==> config.mk <==
export PLATFORM = sky130hd
export DESIGN_NAME = rv_retire_trace_port_flat
export DESIGN_NICKNAME = d
export VERILOG_FILES = /design/src/rtl/rv_trace_pkg.sv /design/src/rtl/rv_trace_if.sv /design/src/rtl/rv_trace_fifo.sv /design/src/rtl/rv_retire_trace_port.sv /design/src/flat_wrapper.sv
export SDC_FILE = /design/constraint.sdc
export NUM_CORES = 1
export LEC_CHECK = 0
export ABC_AREA = 0
export CAP_MARGIN = 20
export CORE_ASPECT_RATIO = 0.7
export CORE_UTILIZATION = 35
export CTS_CLUSTER_DIAMETER = 50
export DETAILED_ROUTE_END_ITERATION = 16
export GPL_ROUTABILITY_DRIVEN = 0
export GPL_TIMING_DRIVEN = 0
export PLACE_DENSITY = 0.61
export SLEW_MARGIN = 20
export SYNTH_ARGS = -nofsm -noshare
export SYNTH_HDL_FRONTEND = slang
export SYNTH_HIERARCHICAL = 1
export SYNTH_SLANG_ARGS = --single-unit
==> constraint.sdc <==
create_clock -name clk -period 20.3 [get_ports clk]
set_input_delay 2.03 -clock clk [delete_from_list [all_inputs] [get_ports clk]]
set_output_delay 2.03 -clock clk [all_outputs]
set_load 0.01 [all_outputs]
==> src/rtl/rv_trace_pkg.sv <==
// Shared types for the retire trace port: record layout, serializer states,
// header field positions and the packet word-sequencing helpers.
package rv_trace_pkg;

    localparam int DROP_W            = 11;
    localparam logic [DROP_W-1:0] DROP_MAX = 11'd2047;

    localparam int HDR_SEQ_LSB       = 24;
    localparam int HDR_OVF_BIT       = 23;
    localparam int HDR_REG_WRITE_BIT = 22;
    localparam int HDR_MEM_READ_BIT  = 21;
    localparam int HDR_MEM_WRITE_BIT = 20;
    localparam int HDR_SEL_LSB       = 16;
    localparam int HDR_RD_LSB        = 11;

    typedef enum logic [2:0] {
        ST_IDLE,
        ST_HDR,
        ST_PC,
        ST_INSTR,
        ST_RD,
        ST_ADDR,
        ST_DATA
    } trace_state_e;

    typedef struct packed {
        logic reg_write;
        logic mem_read;
        logic mem_write;
    } trace_flags_t;

    typedef struct packed {
        logic [31:0]       pc;
        logic [31:0]       instr;
        logic [31:0]       rd_data;
        logic [31:0]       mem_addr;
        logic [31:0]       mem_data;
        logic [3:0]        sel;
        trace_flags_t      flags;
        logic [7:0]        seq;
        logic [DROP_W-1:0] drop_cnt;
    } trace_rec_t;

    // Word that follows s in a packet; ST_IDLE means s was the final word.
    function automatic trace_state_e next_word(trace_state_e s, trace_flags_t f);
        logic mem;
        mem = f.mem_read | f.mem_write;
        case (s)
            ST_HDR:   return ST_PC;
            ST_PC:    return ST_INSTR;
            ST_INSTR: return f.reg_write ? ST_RD : (mem ? ST_ADDR : ST_IDLE);
            ST_RD:    return mem ? ST_ADDR : ST_IDLE;
            ST_ADDR:  return ST_DATA;
            default:  return ST_IDLE;
        endcase
    endfunction

    function automatic logic [31:0] make_header(trace_rec_t r);
        logic [31:0] h;
        h = '0;
        h[HDR_SEQ_LSB +: 8]    = r.seq;
        h[HDR_OVF_BIT]         = (r.drop_cnt != '0);
        h[HDR_REG_WRITE_BIT]   = r.flags.reg_write;
        h[HDR_MEM_READ_BIT]    = r.flags.mem_read;
        h[HDR_MEM_WRITE_BIT]   = r.flags.mem_write;
        h[HDR_SEL_LSB +: 4]    = r.sel;
        h[HDR_RD_LSB +: 5]     = r.instr[11:7];
        h[DROP_W-1:0]          = r.drop_cnt;
        return h;
    endfunction

endpackage

==> src/rtl/rv_trace_if.sv <==
// Valid/ready word stream from the trace port to the off-core trace sink.
interface rv_trace_if;
    logic [31:0] tdata;
    logic        tvalid;
    logic        tlast;
    logic        tready;

    modport master (output tdata, output tvalid, output tlast, input tready);
    modport slave  (input tdata, input tvalid, input tlast, output tready);
endinterface

==> src/rtl/rv_trace_fifo.sv <==
// Record FIFO with count-based occupancy; a push while full is taken only
// when a pop frees the slot in the same cycle.
module rv_trace_fifo
    import rv_trace_pkg::*;
#(
    parameter int DEPTH = 8
) (
    input  logic       clk,
    input  logic       rst,
    input  logic       push,
    input  logic       pop,
    input  trace_rec_t din,
    output trace_rec_t head,
    output logic       full,
    output logic       empty,
    output logic       one_left
);
    localparam int AW = $clog2(DEPTH);
    localparam logic [AW:0] FULL_CNT = (AW+1)'(DEPTH);

    trace_rec_t      mem [DEPTH];
    logic [AW-1:0]   wr_ptr;
    logic [AW-1:0]   rd_ptr;
    logic [AW:0]     count;
    logic            do_push;
    logic            do_pop;

    assign do_pop   = pop && !empty;
    assign do_push  = push && (!full || do_pop);
    assign full     = (count == FULL_CNT);
    assign empty    = (count == '0);
    assign one_left = (count == (AW+1)'(1));
    assign head     = mem[rd_ptr];

    // NOTE: storage is not reset; only the pointers and count define which entries are live.
    always_ff @(posedge clk) begin
        if (do_push) mem[wr_ptr] <= din;
    end

    always_ff @(posedge clk or posedge rst) begin
        if (rst) begin
            wr_ptr <= '0;
            rd_ptr <= '0;
            count  <= '0;
        end else begin
            if (do_push) wr_ptr <= wr_ptr + AW'(1);
            if (do_pop)  rd_ptr <= rd_ptr + AW'(1);
            case ({do_push, do_pop})
                2'b10:   count <= count + (AW+1)'(1);
                2'b01:   count <= count - (AW+1)'(1);
                default: count <= count;
            endcase
        end
    end

endmodule

==> src/rtl/rv_retire_trace_port.sv <==
// Retire trace port: captures one record per retired instruction, queues it,
// and serializes each record as a 3..6 word packet on the trace stream.
module rv_retire_trace_port
    import rv_trace_pkg::*;
#(
    parameter int IADDR_SPACE_BITS = 32,
    parameter int DEPTH            = 8
) (
    input  logic                          clk,
    input  logic                          rst,
    input  logic                          enable,
    input  logic                          retire,
    input  logic [IADDR_SPACE_BITS-1:1]   pc,
    input  logic [31:0]                   instr,
    input  logic                          reg_write,
    input  logic [31:0]                   rd_data,
    input  logic                          mem_read,
    input  logic                          mem_write,
    input  logic [31:0]                   mem_addr,
    input  logic [31:0]                   mem_data,
    input  logic [3:0]                    mem_sel,
    rv_trace_if.master                    stream,
    output logic                          empty,
    output logic                          full
);
    logic              retire_evt;
    logic              push;
    logic              pop;
    logic              one_left;
    logic [7:0]        seq;
    logic [DROP_W-1:0] drop_cnt;
    trace_rec_t        rec_in;
    trace_rec_t        head;
    trace_state_e      state;
    trace_state_e      after;

    assign retire_evt = retire & enable;
    assign pop        = stream.tvalid & stream.tready & stream.tlast;
    assign push       = retire_evt & (~full | pop);
    assign after      = next_word(state, head.flags);

    always_comb begin
        rec_in                 = '0;
        rec_in.pc              = 32'({pc, 1'b0});
        rec_in.instr           = instr;
        rec_in.rd_data         = rd_data;
        rec_in.mem_addr        = mem_addr;
        rec_in.mem_data        = mem_data;
        rec_in.sel             = mem_sel;
        rec_in.flags.reg_write = reg_write;
        rec_in.flags.mem_read  = mem_read;
        rec_in.flags.mem_write = mem_write;
        rec_in.seq             = seq;
        rec_in.drop_cnt        = drop_cnt;
    end

    rv_trace_fifo #(.DEPTH(DEPTH)) u_fifo (
        .clk      (clk),
        .rst      (rst),
        .push     (push),
        .pop      (pop),
        .din      (rec_in),
        .head     (head),
        .full     (full),
        .empty    (empty),
        .one_left (one_left)
    );

    // Seq advances on every retire event, dropped or not; drops saturate.
    always_ff @(posedge clk or posedge rst) begin
        if (rst) begin
            seq      <= '0;
            drop_cnt <= '0;
        end else if (retire_evt) begin
            seq <= seq + 8'd1;
            if (push)                      drop_cnt <= '0;
            else if (drop_cnt != DROP_MAX) drop_cnt <= drop_cnt + DROP_W'(1);
        end
    end

    // IDLE->HDR on the same edge as the first push gives the one-cycle latency.
    always_ff @(posedge clk or posedge rst) begin
        if (rst) begin
            state         <= ST_IDLE;
            stream.tvalid <= 1'b0;
            stream.tlast  <= 1'b0;
        end else if (state == ST_IDLE) begin
            if (push || !empty) begin
                state         <= ST_HDR;
                stream.tvalid <= 1'b1;
            end
            stream.tlast <= 1'b0;
        end else if (stream.tready) begin
            if (stream.tlast) begin
                if (push || !one_left) begin
                    state         <= ST_HDR;
                    stream.tvalid <= 1'b1;
                end else begin
                    state         <= ST_IDLE;
                    stream.tvalid <= 1'b0;
                end
                stream.tlast <= 1'b0;
            end else begin
                state        <= after;
                stream.tlast <= (next_word(after, head.flags) == ST_IDLE);
            end
        end
    end

    always_comb begin
        case (state)
            ST_HDR:   stream.tdata = make_header(head);
            ST_PC:    stream.tdata = head.pc;
            ST_INSTR: stream.tdata = head.instr;
            ST_RD:    stream.tdata = head.rd_data;
            ST_ADDR:  stream.tdata = head.mem_addr;
            ST_DATA:  stream.tdata = head.mem_data;
            default:  stream.tdata = '0;
        endcase
    end

endmodule

==> src/flat_wrapper.sv <==
// flat-port wrapper written by rule: the top's interface ports become plain ports
module rv_retire_trace_port_flat import rv_trace_pkg::*;
#(
    parameter int IADDR_SPACE_BITS = 32,
    parameter int DEPTH            = 8
)
  (clk, rst, enable, retire, pc, instr, reg_write, rd_data, mem_read, mem_write, mem_addr, mem_data, mem_sel, empty, full, stream_tdata, stream_tvalid, stream_tlast, stream_tready);
  rv_trace_if stream_i ();
  input  logic clk;
  input  logic rst;
  input  logic enable;
  input  logic retire;
  input  logic [IADDR_SPACE_BITS-1:1] pc;
  input  logic [31:0] instr;
  input  logic reg_write;
  input  logic [31:0] rd_data;
  input  logic mem_read;
  input  logic mem_write;
  input  logic [31:0] mem_addr;
  input  logic [31:0] mem_data;
  input  logic [3:0] mem_sel;
  output logic empty;
  output logic full;
  output wire logic [$bits(stream_i.tdata)-1:0] stream_tdata;
  output wire logic [$bits(stream_i.tvalid)-1:0] stream_tvalid;
  output wire logic [$bits(stream_i.tlast)-1:0] stream_tlast;
  input wire logic [$bits(stream_i.tready)-1:0] stream_tready;
  assign stream_tdata = stream_i.tdata;
  assign stream_tvalid = stream_i.tvalid;
  assign stream_tlast = stream_i.tlast;
  assign stream_i.tready = stream_tready;
  rv_retire_trace_port #(.IADDR_SPACE_BITS(IADDR_SPACE_BITS), .DEPTH(DEPTH)) u_core (.clk(clk), .rst(rst), .enable(enable), .retire(retire), .pc(pc), .instr(instr), .reg_write(reg_write), .rd_data(rd_data), .mem_read(mem_read), .mem_write(mem_write), .mem_addr(mem_addr), .mem_data(mem_data), .mem_sel(mem_sel), .stream(stream_i), .empty(empty), .full(full));
endmodule
==> impl_metrics.toml <==
[floorplanning]
ios = 207
dieHeight_um = 349
initial_core_util_pct = 35.2
coreArea_um2 = 171000
die_x_um = 498
fp-row-count = 127
dieArea_um2 = 174000

[finish]
final_common_cell = "edfxtp_1"
fin_cells = 5404
nFillCells = 14500
utilization_pct = 42.1
multi_input_area_um2 = 13600
seqCellArea_um2 = 45500
fin_nets = 3214
area_growth_pct = 19.4
mostFrequentLayoutCells = "edfxtp_1, mux4_1, clkdlybuf4s50_1"
drive_above_1_share_pct = 23.5

[clock_tree]
holdBufCountCts = 0
clk_latency_ps = 780
cts_made_buffers = 144
cts_tree = "yes"
cts_resized = 0
clkSinkCount = 1522
htreeDepth = 4
clockRootBuffer = "clkbuf_16"
cts.reportedPaths.clkPinSlew_ps = 60
cts_buffer_depth = 3
cts_setup_buffers = 0

[power]
pwr-share-comb_pct = 33.9
leakagePower_uw = 0.0234
intPower_uw = 6580
p_total_uw = 9690
p_seq_share_pct = 39.0
p_sw_uw = 3110
switching_share_pct = 32.0
vdd_drop_max_mv = 0.0897
pwr_density_cell_nw_per_um2 = 135
clkPwrFrac_pct = 27.1

[synthesis]
ys_ff_latch = 1522
synthFlopType = "edfxtp_1"
ys_async_sr_fraction_pct = 2.23
synth_area_um2 = 60300
synth.avg_cell_area_um2 = 23.7
synth_edf_count = 1488
synthCells = 2545
synth_warnings = 6
yosysSeqAreaShare_pct = 75.5
ys_types = 58

[sta]
fin_crit_sh_pct = 35.7
max_freq_mhz = 138
timing.hold.ws_ps = 539
fin_ws_ps = 13040
hold_viol_final = 0
maxSlewHeadroom_pct = 14.9
grt_setup_unrepaired = "no"
worst_pin_slew_ps = 1280
slew_viol_final = 0
finClkSkew_ps = 27.3
min_period_ps = 7260
final-setup-viol-count = 0

[routing]
vias = 29300
drc = 0
vias_per_cell = 5.42
drt_iter0_markers = 3226
firstDrtPassIters = 7
routed_wl_um = 160000
drtAntennaViolNets = 0
wire_per_inst_um = 29.7

[worst_setup_path]
cp-end-kind = "primary output"
path_max_fanout = 10
r2r_start = "u_core/u_fifo/count[1]"
r2r_slack_ps = 14870
crit_required_ps = 18270
critPathLaunchType = "flip-flop"
critPathKind = "reg2out"
cp.arrival_ps = 5230
rr_endpoint = "u_core/u_fifo/mem[1][97]"
worstRegToRegCells = 21
crit_end = "stream_tdata[17]"
critPathLaunch = "u_core/u_fifo/rd_ptr[2]"

[global_routing]
grt.total_usage_pct = 18.3
grt_start_max_net_pins = 25
antenna_found_initial = 43
grt_pass1_wl_um = 224000
gr-total-overflow = 0
first_global_vias = 28600

[outcome]
status = "finished clean"

[placement]
post-place-ws_ps = 13510
port_buffers = 205
dpl.cell_count = 5145
hpwl_um = 112000

[run]
maxCapViolations = 0

[hold_path]
hold_path.class = "reg2reg"
cells by family (layout without fill, tap and decap cells):
group	Yosys count	count (layout)	share of synthesized area (%)
AO/OA/AOI/OAI	148	148	1.79
XOR/XNOR	13	13	0.189
adder cells (fa/ha/maj)	7	7	0.145
flip-flops	1522	1522	75.5
multiplexers	562	562	19.1
other	1	12	0.00622
buffers and inverters	150	741	2.10
AND/OR/NAND/NOR	142	142	1.20
per-stage QoR:
step | instance area (um^2) | TNS, ps
after floorplan | 60400 | 0
after global placement | 65200 | -5402570
after global routing | 72000 | 0
after detailed placement | 67500 | 0
after CTS | 72000 | 0
final | 72000 | 0
power by group through the flow:
stage                     sequential, uW  clock, uW  combinational [uW]
after floorplan                     3900          0                1810
after global placement              4020          0                3170
after detailed placement            3840          0                3290
after CTS                           3780       2680                3300
after global routing                3800       2800                3390
final                               3780       2620                3290
how the worst min path moves through the flow:
stage / depth (start not counted) / slack, ps / from / endpoint
2_1_floorplan: 2 / 490 / u_core/u_fifo/wr_ptr[0] / u_core/u_fifo/wr_ptr[0]
3_3_place_gp: 2 / 510 / u_core/u_fifo/wr_ptr[0] / u_core/u_fifo/wr_ptr[0]
3_5_place_dp: 2 / 520 / u_core/u_fifo/wr_ptr[0] / u_core/u_fifo/wr_ptr[0]
4_1_cts: 2 / 530 / u_core/u_fifo/wr_ptr[0] / u_core/u_fifo/wr_ptr[0]
5_1_grt: 2 / 550 / u_core/u_fifo/wr_ptr[0] / u_core/u_fifo/wr_ptr[0]
6_report: 2 / 540 / u_core/u_fifo/wr_ptr[0] / u_core/u_fifo/wr_ptr[0]
synth_stat cells (4+ instances only):
library cell	number	area share, %
edfxtp_1	1488	74
o21ai_0	11	0.091
buf_8	28	0.70
mux4_1	267	12
and3_1	5	0.052
nand4_1	6	0.062
and2_1	4	0.041
a21oi_1	12	0.10
ha_1	7	0.15
o22ai_1	4	0.041
nor3_1	9	0.075
buf_2	31	0.26
clkbuf_8	13	0.30
or3_1	4	0.041
a22oi_1	94	1.2
inv_1	13	0.081
nor2_1	20	0.12
mux4_2	105	3.9
o211ai_1	5	0.062
nand3_1	40	0.33
mux2_2	188	3.5
nand2_1	31	0.19
clkbuf_1	36	0.22
dfrtp_1	34	1.4
buf_6	23	0.43
nand2b_1	7	0.073
xor2_1	5	0.073
xnor2_1	8	0.12
registers in the layout (all words and copies together) (netlist names):
register              flops
u_core/u_fifo/count       4
u_core/drop_cnt          11
u_core/u_fifo/mem      1488
u_core/u_fifo/wr_ptr      3
u_core/stream.tlast       1
u_core/u_fifo/rd_ptr      3
u_core/stream.tvalid      1
u_core/seq                8
u_core/state              3
final cells by class:
type                    instances  area share (%)
clock inverters                68           0.874
multi-input cells             880            18.9
diodes                          4          0.0139
clock buffers                 185            5.39
flip-flops and latches       1522            63.2
plain buffers                 134            1.68
well taps                    2257            3.92
repair buffers                338            5.93
inverters                      16          0.0834
metal layers:
layer  global-route usage [%]  vias to the layer above  wire, um
met4                     5.18                       38      3880
met1                     25.7                    15700     68700
met5                        0                        -       239
met2                     27.9                     1214     73800
li1                         -                    12100         -
met3                     4.94                      233     13600
worst max-delay path: stages, from the launching register on:
cell,delay [ps]
dfrtp_1,320
clkbuf_1,930
buf_6,380
clkbuf_1,670
mux2_2,430
a22oi_1,700
nand3_1,410
clkdlybuf4s50_1,580
(Power assumes the default switching activity.)
